$ cat config.mk
export PLATFORM = sky130hd
export DESIGN_NAME = jtframe_data_io
export DESIGN_NICKNAME = d
export VERILOG_FILES = /design/src/rtl/jtframe_data_io.sv
export SDC_FILE = /design/constraint.sdc
export NUM_CORES = 1
export LEC_CHECK = 0
export ABC_AREA = 1
export BUFFER_PORTS_ARGS = -buffer_cell sky130_fd_sc_hd__buf_2
export CAP_MARGIN = 20
export CORE_UTILIZATION = 60
export CTS_CLUSTER_SIZE = 10
export DETAILED_ROUTE_END_ITERATION = 12
export PLACE_DENSITY = 0.82
export SYNTH_ARGS = -nofsm -noshare
export SYNTH_HDL_FRONTEND = slang
export SYNTH_SLANG_ARGS = --single-unit
$ cat constraint.sdc
create_clock -name clk_sdram -period 2.6 [get_ports clk_sdram]
set_input_delay 0.26 -clock clk_sdram [delete_from_list [all_inputs] [get_ports clk_sdram]]
set_output_delay 0.26 -clock clk_sdram [all_outputs]
set_load 0.02 [all_outputs]
$ cat src/rtl/jtframe_data_io.sv
// rtl/jtframe_data_io.sv - MiST SPI file-download receiver with FIFO-buffered, stallable SDRAM write port
// Optional: define JTFRAME_DATA_IO_SUM_EN to drive a running byte checksum on ioctl_sum.
module jtframe_data_io #(
  parameter int DW    = 8,
  parameter int AW    = 23,
  parameter int DEPTH = 16
) (
  input  logic          clk_sdram,
  input  logic          rst,
  input  logic          sck,
  input  logic          ss,
  input  logic          sdi,
  output logic [7:0]    index,
  output logic          downloading,
  output logic [AW-1:0] ioctl_addr,
  output logic [DW-1:0] ioctl_data,
  output logic          ioctl_wr,
  input  logic          ioctl_ready,
  output logic          ioctl_err,
  output logic [15:0]   ioctl_sum
);
  localparam int PW = $clog2(DEPTH);
  localparam logic [7:0] FILE_TX     = 8'h53;
  localparam logic [7:0] FILE_TX_DAT = 8'h54;
  localparam logic [7:0] FILE_INDEX  = 8'h55;

  typedef enum logic [1:0] {IDLE, HALF, WRITE} state_t;

  logic [1:0]    sck_sync, ss_sync, sdi_sync;
  logic          sck_last, sck_rise, ss_s, sdi_s;
  logic [4:0]    bit_cnt;
  logic [6:0]    shift;
  logic [7:0]    cmd, rx_byte;
  logic          byte_done, tx_start, tx_end, push_req;
  logic          push_ok, pop, overflow;
  logic          end_pend;
  state_t        state;
  logic [15:0]   word;
  logic [7:0]    mem [DEPTH];
  logic [PW-1:0] wr_ptr, rd_ptr;
  logic [PW:0]   count;
  logic          fifo_empty, fifo_full;
  logic [7:0]    head;

  assign ss_s      = ss_sync[1];
  assign sdi_s     = sdi_sync[1];
  assign sck_rise  = sck_sync[1] & ~sck_last;
  assign rx_byte   = {shift, sdi_s};
  assign byte_done = sck_rise & ~ss_s & (bit_cnt == 5'd15);
  assign tx_start  = byte_done & (cmd == FILE_TX) & rx_byte[0];
  assign tx_end    = byte_done & (cmd == FILE_TX) & ~rx_byte[0];
  assign push_req  = byte_done & (cmd == FILE_TX_DAT) & downloading & ~end_pend;

  assign fifo_empty = (count == '0);
  assign fifo_full  = (count == (PW+1)'(DEPTH));
  assign head       = mem[rd_ptr];
  // A start flushes the FIFO, so it must not also consume the head entry.
  assign pop        = ~tx_start & ~fifo_empty & ((state == IDLE) | (state == HALF));
  assign push_ok    = push_req & (~fifo_full | pop);
  assign overflow   = push_req & fifo_full & ~pop;

  always_ff @(posedge clk_sdram or posedge rst) begin
    if (rst) begin
      sck_sync <= 2'b00;
      ss_sync  <= 2'b11;
      sdi_sync <= 2'b00;
      sck_last <= 1'b0;
      bit_cnt  <= 5'd0;
      shift    <= 7'd0;
      cmd      <= 8'd0;
      index    <= 8'd0;
    end else begin
      sck_sync <= {sck_sync[0], sck};
      ss_sync  <= {ss_sync[0], ss};
      sdi_sync <= {sdi_sync[0], sdi};
      sck_last <= sck_sync[1];
      if (ss_s) begin
        bit_cnt <= 5'd0;
      end else if (sck_rise) begin
        // After the command byte the counter loops over 8..15, one data byte per lap
        bit_cnt <= (bit_cnt == 5'd15) ? 5'd8 : bit_cnt + 5'd1;
        shift   <= rx_byte[6:0];
        if (bit_cnt == 5'd7) cmd <= rx_byte;
        if (byte_done && cmd == FILE_INDEX) index <= rx_byte;
      end
    end
  end

  always_ff @(posedge clk_sdram) begin
    if (push_ok) mem[wr_ptr] <= rx_byte;
  end

  always_ff @(posedge clk_sdram or posedge rst) begin
    if (rst) begin
      state       <= IDLE;
      word        <= 16'h0;
      ioctl_wr    <= 1'b0;
      ioctl_addr  <= '0;
      ioctl_err   <= 1'b0;
      downloading <= 1'b0;
      end_pend    <= 1'b0;
      wr_ptr      <= '0;
      rd_ptr      <= '0;
      count       <= '0;
    end else if (tx_start) begin
      state       <= IDLE;
      ioctl_wr    <= 1'b0;
      ioctl_addr  <= '0;
      ioctl_err   <= 1'b0;
      downloading <= 1'b1;
      end_pend    <= 1'b0;
      wr_ptr      <= '0;
      rd_ptr      <= '0;
      count       <= '0;
    end else begin
      if (push_ok) wr_ptr <= wr_ptr + PW'(1);
      if (pop)     rd_ptr <= rd_ptr + PW'(1);
      case ({push_ok, pop})
        2'b10:   count <= count + (PW+1)'(1);
        2'b01:   count <= count - (PW+1)'(1);
        default: count <= count;
      endcase
      if (overflow) ioctl_err <= 1'b1;
      if (tx_end)   end_pend  <= 1'b1;

      case (state)
        IDLE: begin
          if (pop) begin
            if (DW == 8) begin
              word     <= {8'h00, head};
              ioctl_wr <= 1'b1;
              state    <= WRITE;
            end else begin
              word[7:0] <= head;
              state     <= HALF;
            end
          end else if (end_pend && fifo_empty) begin
            downloading <= 1'b0;
            end_pend    <= 1'b0;
          end
        end
        HALF: begin
          if (pop) begin
            word[15:8] <= head;
            ioctl_wr   <= 1'b1;
            state      <= WRITE;
          end else if (end_pend && fifo_empty) begin
            // Odd-length file: pad the last word
            word[15:8] <= 8'h00;
            ioctl_wr   <= 1'b1;
            state      <= WRITE;
          end
        end
        WRITE: begin
          if (ioctl_ready) begin
            ioctl_wr   <= 1'b0;
            ioctl_addr <= ioctl_addr + AW'(1);
            state      <= IDLE;
          end
        end
        default: state <= IDLE;
      endcase
    end
  end

  generate
    if (DW == 16) begin : g_w16
      assign ioctl_data = word;
    end else begin : g_w8
      logic unused_hi;
      assign unused_hi  = ^word[15:8];
      assign ioctl_data = word[7:0];
    end
  endgenerate

`ifdef JTFRAME_DATA_IO_SUM_EN
  logic [15:0] sum;

  always_ff @(posedge clk_sdram or posedge rst) begin
    if (rst)           sum <= 16'h0;
    else if (tx_start) sum <= 16'h0;
    else if (pop)      sum <= sum + {8'h00, head};
  end

  assign ioctl_sum = sum;
`else
  assign ioctl_sum = 16'h0;
`endif

endmodule

==> impl_metrics.tcl, run 1 <==
set metrics [dict create \
    outcome "complete, no violations" \
    peakVddDrop_uv 521 \
    pre_cts_slack_ns 0.0623 \
    clk_pin_slew_ns 0.06 \
    synthArstFlopShare_pct 39.3 \
    leakagePower_nw 4.42 \
    layout-drive-gt1-share_pct 14.3 \
    worst_slack_ns 0.119 \
    cts_sinks 211 \
    drv_slew 0 \
    synth.distinct_cells 42 \
    endpoint_kind "register" \
    die_w_um 127 \
    reg2regPathDepth 16 \
    routed_wl_mm 21.2 \
    worstMarginPinSlew_ns 0.791 \
    design.core.area_mm2 0.0152 \
    firstDrtPassIters 5 \
    nets 989 \
    reg2reg_slack_ns 0.12 \
    synth-edff-count 128 \
    cp.arrival_ns 2.88 \
    io_pins 64 \
    fill_cells 1067 \
    synth_top_area_cell "edfxtp_1" \
    ant_nets 0 \
    fin_crit_sh_pct 95.4 \
    vias 6905 \
    cp_slowest_cell "dfrtp_1" \
    synthMuxAreaShare_pct 0 \
    synth_top_family_by_area "simple AND/OR/NAND/NOR gates" \
    setup_violations 0 \
    synth.avg_cell_area_um2 10.5 \
    max_slew_margin_pct 47.3 \
    yosysTopAreaCellShare_pct 41.1 \
    holdCritPathClass "in2async" \
    synthXorXnorAreaFrac_pct 1.12 \
    cap_violations 0 \
    grt_pass1_wl_mm 34.1 \
    port-buffer-count 47 \
    r2r-start "bit_cnt[1]" \
    cts_tree "built" \
    cts-root-buf "clkbuf_16" \
    htreeDepth 1 \
    hpwl_mm 13.3 \
    synth.cell_area_mm2 0.00935 \
    seq_area_frac_synth_pct 63.3 \
    crit_top_cell "nand2_1" \
    wire_per_inst_um 18.0 \
    worstPathCellList "ha_4 > nand4_4 > nor2_4 > nand3_4 > nand4_4 > buf_4 > fa_1 > inv_1 > nand3_1 > nand2_1 > xor2_1 > inv_1 > nand2_1 > nand2_1 > nand2_1 > nand2_1" \
    power_density_mw_per_mm2 678 \
    fmax_mhz 403 \
    via_per_inst 5.86 \
    period_needed_ns 2.48 \
    clk_latency_ns 0.52 \
    path_max_fanout 6 \
    num_rows 45 \
    multi_input_area_mm2 0.00298 \
    drc 0 \
    synth-simple-area-share_pct 17.5 \
    die_y_um 127 \
    finalCoreUtilization_pct 70.1 \
    synthTopCellsByArea "edfxtp_1 41%, dfrtp_1 22%, nand2_1 6.1%, o21ai_0 5.9%, nor2_1 4.9%" \
    syn_inst 894 \
    critPathRequiredTime_ns 3.00 \
    gp_congestion 0.890 \
    grt_use_total_pct 27.2 \
    grt_max_degree 49 \
    start_kind "register" \
    die_area_mm2 0.0161 \
    mostFrequentLayoutCell "nand2_1" \
    cts_buffer_depth 3 \
    synth-main-ff-cell "edfxtp_1" \
    n_antenna_cell 0 \
    area_growth_pct 14.0 \
    antenna_found_initial 0 \
    cts_buffers 25 \
    synth-compound-area-share_pct 10.8 \
    ys_warn_count 0 \
    final_cell_mix "153 x nand2_1, 128 x edfxtp_1, 123 x nor2_1, 111 x o21ai_0, 81 x dfrtp_1" \
    criticalPathCategory "reg2reg" \
    cpPeakStageDelay_ns 0.41 \
    ys_seq_elements 211 \
    start_util_pct 61.5 \
    hold_violations 0 \
    synth_fa_ha_area_share_pct 1.55 \
    seq_area_mm2 0.00592 \
    drtIter0Drc 661 \
    clock_skew_ns 0.0223 \
    grt_overflow 0 \
    grt_pass1_vias 6750 \
    cp-startpoint "bit_cnt[1]" \
]
==> power by group <==
part | leakage [nW] | internal [mW] | total [mW] | switching, mW
combinational | 1.79 | 0.0654 | 0.216 | 0.151
clock | 0.340 | 1.81 | 3.10 | 1.29
sequential | 2.29 | 3.71 | 3.91 | 0.194
total | 4.42 | 5.58 | 7.22 | 1.64
==> critical path, delay by kind of cell (launching register included) <==
kind / cells / cell delay (ns)
fa+ha+maj: 2 / 0.57
buf+inv: 3 / 0.34
simple gates: 10 / 0.86
flops: 1 / 0.41
xor+xnor: 1 / 0.19
==> cells by family (layout without fill, tap and decap cells) <==
| family | count (synthesis) | count (layout) |
|---|---|---|
| DFF | 211 | 211 |
| other | 1 | 16 |
| and+or+nand+nor | 369 | 369 |
| xor gates and xnor gates | 12 | 12 |
| adders and majority gates | 11 | 11 |
| AOI/OAI and AO/OA | 176 | 176 |
| buffers and inverters | 114 | 196 |
==> routing by layer <==
metal | wire, um | share of wire (%) | GRT usage (%) | vias up
li1 | - | - | - | 3216
met1 | 8600 | 41 | 36.3 | 3301
met2 | 10300 | 49 | 45.1 | 323
met3 | 1570 | 7.4 | 4.39 | 65
met4 | 710 | 3.3 | 11.0 | 0
met5 | 0 | 0 | 0 | -
==> cell usage after synthesis (2+ instances only) <==
master / count
a21oi_2: 4
o21ai_1: 10
nand4_1: 13
o22ai_1: 19
nand3_4: 3
xnor2_1: 3
nor3_1: 13
a21oi_1: 9
dfrtp_1: 81
o221ai_1: 11
nor2_1: 123
nor3_2: 3
o21ai_0: 111
clkinv_1: 2
nand4_4: 2
buf_2: 10
o31ai_1: 5
ha_1: 10
inv_1: 56
nand3_2: 4
buf_6: 2
xor2_1: 9
dfstp_2: 2
buf_4: 19
edfxtp_1: 128
nand2_1: 153
inv_2: 3
or2_2: 4
nand3_1: 47
clkbuf_1: 21
o211ai_1: 3
==> through the flow <==
stage          TNS (ns)  hold WS [ns]  std cells  total power [mW]  instance area (um^2)
2_1_floorplan         0         0.264        909              4.03                  9410
3_3_place_gp          0         0.336       1121              4.16                  9820
3_5_place_dp          0         0.338       1121              4.17                  9820
4_1_cts               0         0.351       1172              7.24                 10600
5_1_grt         -0.0366         0.359       1179              7.43                 10700
6_report              0         0.342       1179              7.22                 10700
==> what timing repair did <==
item	CTS	global route
endpoints found under the hold margin	37	0
resized for setup	0	4
buffers inserted	0	7
setup endpoints to repair	0	3
hold buffers	5	0
==> worst paths after layout <==
check | to
worst max-delay path | count[4]
worst min-delay path | sdi_sync[0]
worst min register to register | sdi_sync[1]
worst max register to register | count[4]
max in group asynchronous | word[1]
min in group clk_sdram | sdi_sync[1]
==> final cells by class <==
class,instances,area share (%)
Clock inverter,2,0.164
Clock buffer,44,6.54
Sequential cell,211,55.6
Inverter,61,2.16
Tap cell,188,2.21
Timing Repair Buffer,89,5.40
Multi-Input combinational cell,584,28.0
==> sequential cells by signal, summed over array words and instances (netlist names), 4 cells and up <==
register	flops
index	8
wr_ptr	4
mem	128
word	8
shift	7
rd_ptr	4
count	5
bit_cnt	5
cmd	8
ioctl_addr	23
(Power assumes the default switching activity.)
==> run 2, diff against run 1 <==
--- a/config.mk
+++ b/config.mk
@@ -11,7 +11,7 @@
 export CORE_UTILIZATION = 60
 export CTS_CLUSTER_SIZE = 10
 export DETAILED_ROUTE_END_ITERATION = 12
-export PLACE_DENSITY = 0.82
+export PLACE_DENSITY = 0.84
 export SYNTH_ARGS = -nofsm -noshare
 export SYNTH_HDL_FRONTEND = slang
 export SYNTH_SLANG_ARGS = --single-unit
==> impl_metrics.tcl, run 2 (same netlist as run 1, synthesis figures left out) <==
set metrics [dict create \
    holdCritStartpoint "sck_sync[0]" \
    num_rows 45 \
    clock_skew_ns 0.0213 \
    cts_sinks 211 \
    drtIter0Drc 693 \
    drv_slew 0 \
    clk_latency_ns 0.52 \
    firstDrtPassIters 5 \
    gp_congestion 0.916 \
    routed_wl_mm 21.0 \
    fmax_mhz 401 \
    max_slew_margin_pct 41.1 \
    clk_pin_slew_ns 0.05 \
    path_max_fanout 4 \
    setup_violations 0 \
    mostFrequentLayoutCell "nand2_1" \
    io_pins 64 \
    leakagePower_nw 4.42 \
    cp-startpoint "bit_cnt[0]" \
    cp.arrival_ns 2.88 \
    period_needed_ns 2.50 \
    peakVddDrop_uv 523 \
    die_w_um 127 \
    via_per_inst 5.90 \
    grt_pass1_vias 6769 \
    hold_ws_ns 0.348 \
    holdCritPathClass "reg2reg" \
    cts_buffer_depth 3 \
    ant_nets 0 \
    fin_crit_sh_pct 96.0 \
    vias 6947 \
    die_area_mm2 0.0161 \
    criticalPathCategory "reg2reg" \
    start_kind "register" \
    grt_pass1_wl_mm 33.9 \
    place_area_mm2 0.00983 \
    largest_register "mem" \
    power_density_mw_per_mm2 677 \
    wire_per_inst_um 17.8 \
    drc 0 \
    top_regs "mem: 128 flops, ioctl_addr: 23 flops" \
    cap_violations 0 \
    endpoint_kind "register" \
    grt_max_degree 67 \
    port-buffer-count 47 \
    n_antenna_cell 0 \
    antenna_found_initial 0 \
    hpwl_mm 13.0 \
    grt_use_total_pct 27.1 \
    start_util_pct 61.5 \
    die_y_um 127 \
    design.core.area_mm2 0.0152 \
    outcome "complete, no violations" \
    largest_reg_flops 128 \
    grt_overflow 0 \
    htreeDepth 1 \
    r2r-start "bit_cnt[0]" \
    cts-root-buf "clkbuf_16" \
    area_growth_pct 14.1 \
    final_cell_mix "153 x nand2_1, 128 x edfxtp_1, 121 x nor2_1, 111 x o21ai_0, 81 x dfrtp_1" \
    critPathRequiredTime_ns 2.98 \
    nets 987 \
    worstMarginPinSlew_ns 0.883 \
    hold_violations 0 \
    cts_buffers 25 \
    layout-drive-gt1-share_pct 14.4 \
    fill_cells 1089 \
    cts_tree "built" \
    design_area_mm2 0.0107 \
]
run 2: cell types whose count changed in the layout (fill, tap and decap cells not counted), sizes merged:
cell / delta
buf: -2
run 2: critical path, cell delays in order (launching register included):
cell	delay, ns
dfrtp_1	0.41
ha_4	0.19
nand4_4	0.12
nor2_4	0.21
nand3_4	0.13
nand4_4	0.12
inv_1	0.10
ha_1	0.33
inv_1	0.10
o21bai_1	0.10
or2_2	0.30
nand3_1	0.09
inv_1	0.05
nand2_1	0.05
o21ai_0	0.07
run 2: report_power, final:
| part | switching, mW | leakage, nW | internal [mW] |
|---|---|---|---|
| Sequential | 0.172 | 2.29 | 3.71 |
| Clock | 1.28 | 0.346 | 1.83 |
| Combinational | 0.163 | 1.79 | 0.0679 |
run 2: worst paths after layout:
path | slack, ns | depth (start not counted) | to
max reg2reg | 0.10 | 14 | count[3]
min reg2reg | 0.35 | 0 | sck_sync[1]
min | 0.35 | 0 | sck_sync[1]
max in group asynchronous | 1.52 | 4 | ss_sync[1]
min in group asynchronous | 0.36 | 3 | ioctl_err
max | 0.10 | 14 | count[3]
run 2: area by class of cell:
cell class | instances | area (um^2) | area share (%)
Timing Repair Buffer | 87 | 573 | 5.37
Multi-Input combinational cell | 584 | 2980 | 28.0
Inverter | 61 | 230 | 2.16
Clock buffer | 44 | 707 | 6.63
Sequential cell | 211 | 5920 | 55.5
Clock inverter | 2 | 17.5 | 0.164
Tap cell | 188 | 235 | 2.20
run 2: what timing repair did:
action,4_1_cts,5_1_grt
hold buffers,5,0
endpoints found under the hold margin,37,0
resized for setup,0,5
endpoints found under the setup margin,0,3
setup buffers,0,6
run 2: routing by layer:
layer | GRT usage (%) | wire, um | vias to the layer above
li1 | - | - | 3213
met1 | 36.1 | 8430 | 3331
met2 | 45.1 | 10500 | 353
met3 | 4.34 | 1630 | 50
met4 | 10.6 | 476 | 0
met5 | 0 | 0 | -
run 2: stage by stage:
step	cells	worst slack (ns)	total power, mW	TNS, ns	util, %
2_1_floorplan	909	0.207	4.03	0	-
3_3_place_gp	1120	0.166	4.15	0	64.6
3_5_place_dp	1120	0.0784	4.17	0	64.6
4_1_cts	1171	0.0707	7.26	0	69.7
5_1_grt	1177	-0.0335	7.43	-0.0339	70.2
6_report	1177	0.103	7.22	0	70.2
==> run 3, diff against run 2 <==
--- a/config.mk
+++ b/config.mk
@@ -8,10 +8,10 @@
 export ABC_AREA = 1
 export BUFFER_PORTS_ARGS = -buffer_cell sky130_fd_sc_hd__buf_2
 export CAP_MARGIN = 20
+export CORE_ASPECT_RATIO = 0.6
 export CORE_UTILIZATION = 60
-export CTS_CLUSTER_SIZE = 10
 export DETAILED_ROUTE_END_ITERATION = 12
-export PLACE_DENSITY = 0.84
+export PLACE_DENSITY = 0.86
 export SYNTH_ARGS = -nofsm -noshare
 export SYNTH_HDL_FRONTEND = slang
 export SYNTH_SLANG_ARGS = --single-unit
==> impl_metrics.tcl, run 3 (same netlist as run 1, synthesis figures left out) <==
set metrics [dict create \
    via_per_inst 5.99 \
    cp.arrival_ns 2.82 \
    cap_violations 0 \
    cts-root-buf "clkbuf_16" \
    design_area_mm2 0.0105 \
    switching_share_pct 22.6 \
    clock_power_share_pct 39.4 \
    criticalPathCategory "reg2reg" \
    grt_pass1_vias 6426 \
    endpoint_kind "register" \
    vias 7036 \
    htreeDepth 1 \
    path_max_fanout 5 \
    period_needed_ns 2.46 \
    cts_buffer_depth 3 \
    io_pins 64 \
    start_util_pct 63.0 \
    setup_violations 0 \
    pwr-share-seq_pct 57.1 \
    outcome "complete, no violations" \
    worst_slack_ns 0.143 \
    port-buffer-count 47 \
    fmax_mhz 407 \
    cts_buffers 19 \
    final_cell_mix "153 x nand2_1, 128 x edfxtp_1, 123 x nor2_1, 111 x o21ai_0, 80 x dfrtp_1" \
    grt_use_total_pct 28.6 \
    drv_slew 0 \
    holdCritPathClass "reg2reg" \
    clk_pin_slew_ns 0.07 \
    p_switching_mw 1.53 \
    gp_congestion 1.02 \
    largest_reg_flops 128 \
    area_growth_pct 12.8 \
    antenna_found_initial 0 \
    reg2regPathDepth 14 \
    pwr-share-comb_pct 3.5 \
    top_regs "mem: 128 flops, ioctl_addr: 23 flops" \
    power_density_mw_per_mm2 643 \
    routed_wl_mm 22.3 \
    multi_input_area_mm2 0.00297 \
    layout.cells.non_filler 1174 \
    die_w_um 163 \
    cts_sinks 211 \
    cts_tree "built" \
    place_area_mm2 0.00987 \
    layout-drive-gt1-share_pct 14.5 \
    place_inst 1133 \
    design.core.area_mm2 0.0148 \
    hold_violations 0 \
    n_antenna_cell 0 \
    leakagePower_nw 4.37 \
    peakVddDrop_uv 586 \
    grt_overflow 0 \
    clk_latency_ns 0.48 \
    grt_pass1_wl_mm 35.2 \
    grt_max_degree 67 \
    clock_skew_ns 0.00868 \
    pre_cts_slack_ns 0.127 \
    hpwl_mm 14.7 \
    max_slew_margin_pct 49.2 \
    drtIter0Drc 993 \
    nets 981 \
    firstDrtPassIters 6 \
    num_rows 34 \
    seq_area_mm2 0.00592 \
    start_kind "register" \
    mostFrequentLayoutCell "nand2_1" \
    fin_crit_sh_pct 94.5 \
    die_y_um 98.7 \
    worstMarginPinSlew_ns 0.762 \
    ant_nets 0 \
    intPower_mw 5.25 \
    largest_register "mem" \
    wire_per_inst_um 19.0 \
    die_area_mm2 0.0161 \
    critPathRequiredTime_ns 2.97 \
    min_path_cells 0 \
    drc 0 \
    fill_cells 981 \
]
run 3: cell count changes in the layout (fill, tap and decap cells not counted), sizes merged:
| cell | previous run | this run |
|---|---|---|
| clkbuf | 44 | 25 |
| clkinv | 3 | 11 |
| inv | 60 | 58 |
run 3: path summary, 6_finish.rpt:
check,from,to,slack (ns)
max in group asynchronous,rst,rd_ptr[0],1.51
max,bit_cnt[0],count[3],0.14
max reg2reg,bit_cnt[0],count[3],0.14
min,sck_sync[0],sck_sync[1],0.35
min reg2reg,sck_sync[0],sck_sync[1],0.35
min in group asynchronous,rst,sck_sync[0],0.39
run 3: metal layers:
metal	wire (um)	GRT usage [%]	vias up	part of all wire, %
met2	9330	39.4	440	42
met3	3080	10.1	37	14
li1	-	-	3189	-
met4	310	4.82	0	1.4
met5	0	0	-	0
met1	9620	44.0	3370	43
run 3: layout make-up:
type,count,share of cell area [%]
Sequential cell,211,56.2
Multi-Input combinational cell,584,28.2
Timing Repair Buffer,87,5.55
Clock buffer,25,5.15
Tap cell,198,2.35
Inverter,61,2.18
Clock inverter,8,0.415
run 3: power by group through the flow:
stage                     clock (mW)  sequential (mW)  combinational (mW)
final                           2.67             3.87               0.239
after global routing            2.82             3.88               0.267
after CTS                       2.68             3.86               0.240
after detailed placement           0             3.93               0.233
after global placement             0             3.92               0.224
after floorplan                    0             3.89               0.134
run 3: metrics by stage:
stage          util, %  hold WS (ns)  TNS, ns  power, mW
2_1_floorplan        -         0.264        0       4.03
3_3_place_gp      66.5         0.332        0       4.15
3_5_place_dp      66.5         0.335        0       4.16
4_1_cts           70.8         0.357        0       6.78
5_1_grt           71.0         0.360  -0.0166       6.97
6_report          71.0         0.353        0       6.78
run 3: worst max-delay path: stages, from the launching register on:
cell	delay (ns)
dfrtp_1	0.38
ha_2	0.24
nand4_4	0.13
nor2_4	0.23
nand3_4	0.13
nand4_4	0.11
inv_1	0.10
ha_1	0.28
a21oi_1	0.14
o21bai_1	0.09
or2_2	0.28
nand3_1	0.07
inv_1	0.04
nand2_1	0.05
o21ai_0	0.07
run 3: what timing repair did:
item | 4_1_cts | 5_1_grt
endpoints found under the hold margin | 38 | 0
hold buffers | 5 | 0
setup buffers | 0 | 3
gates resized for setup | 0 | 3
setup endpoints to repair | 0 | 2
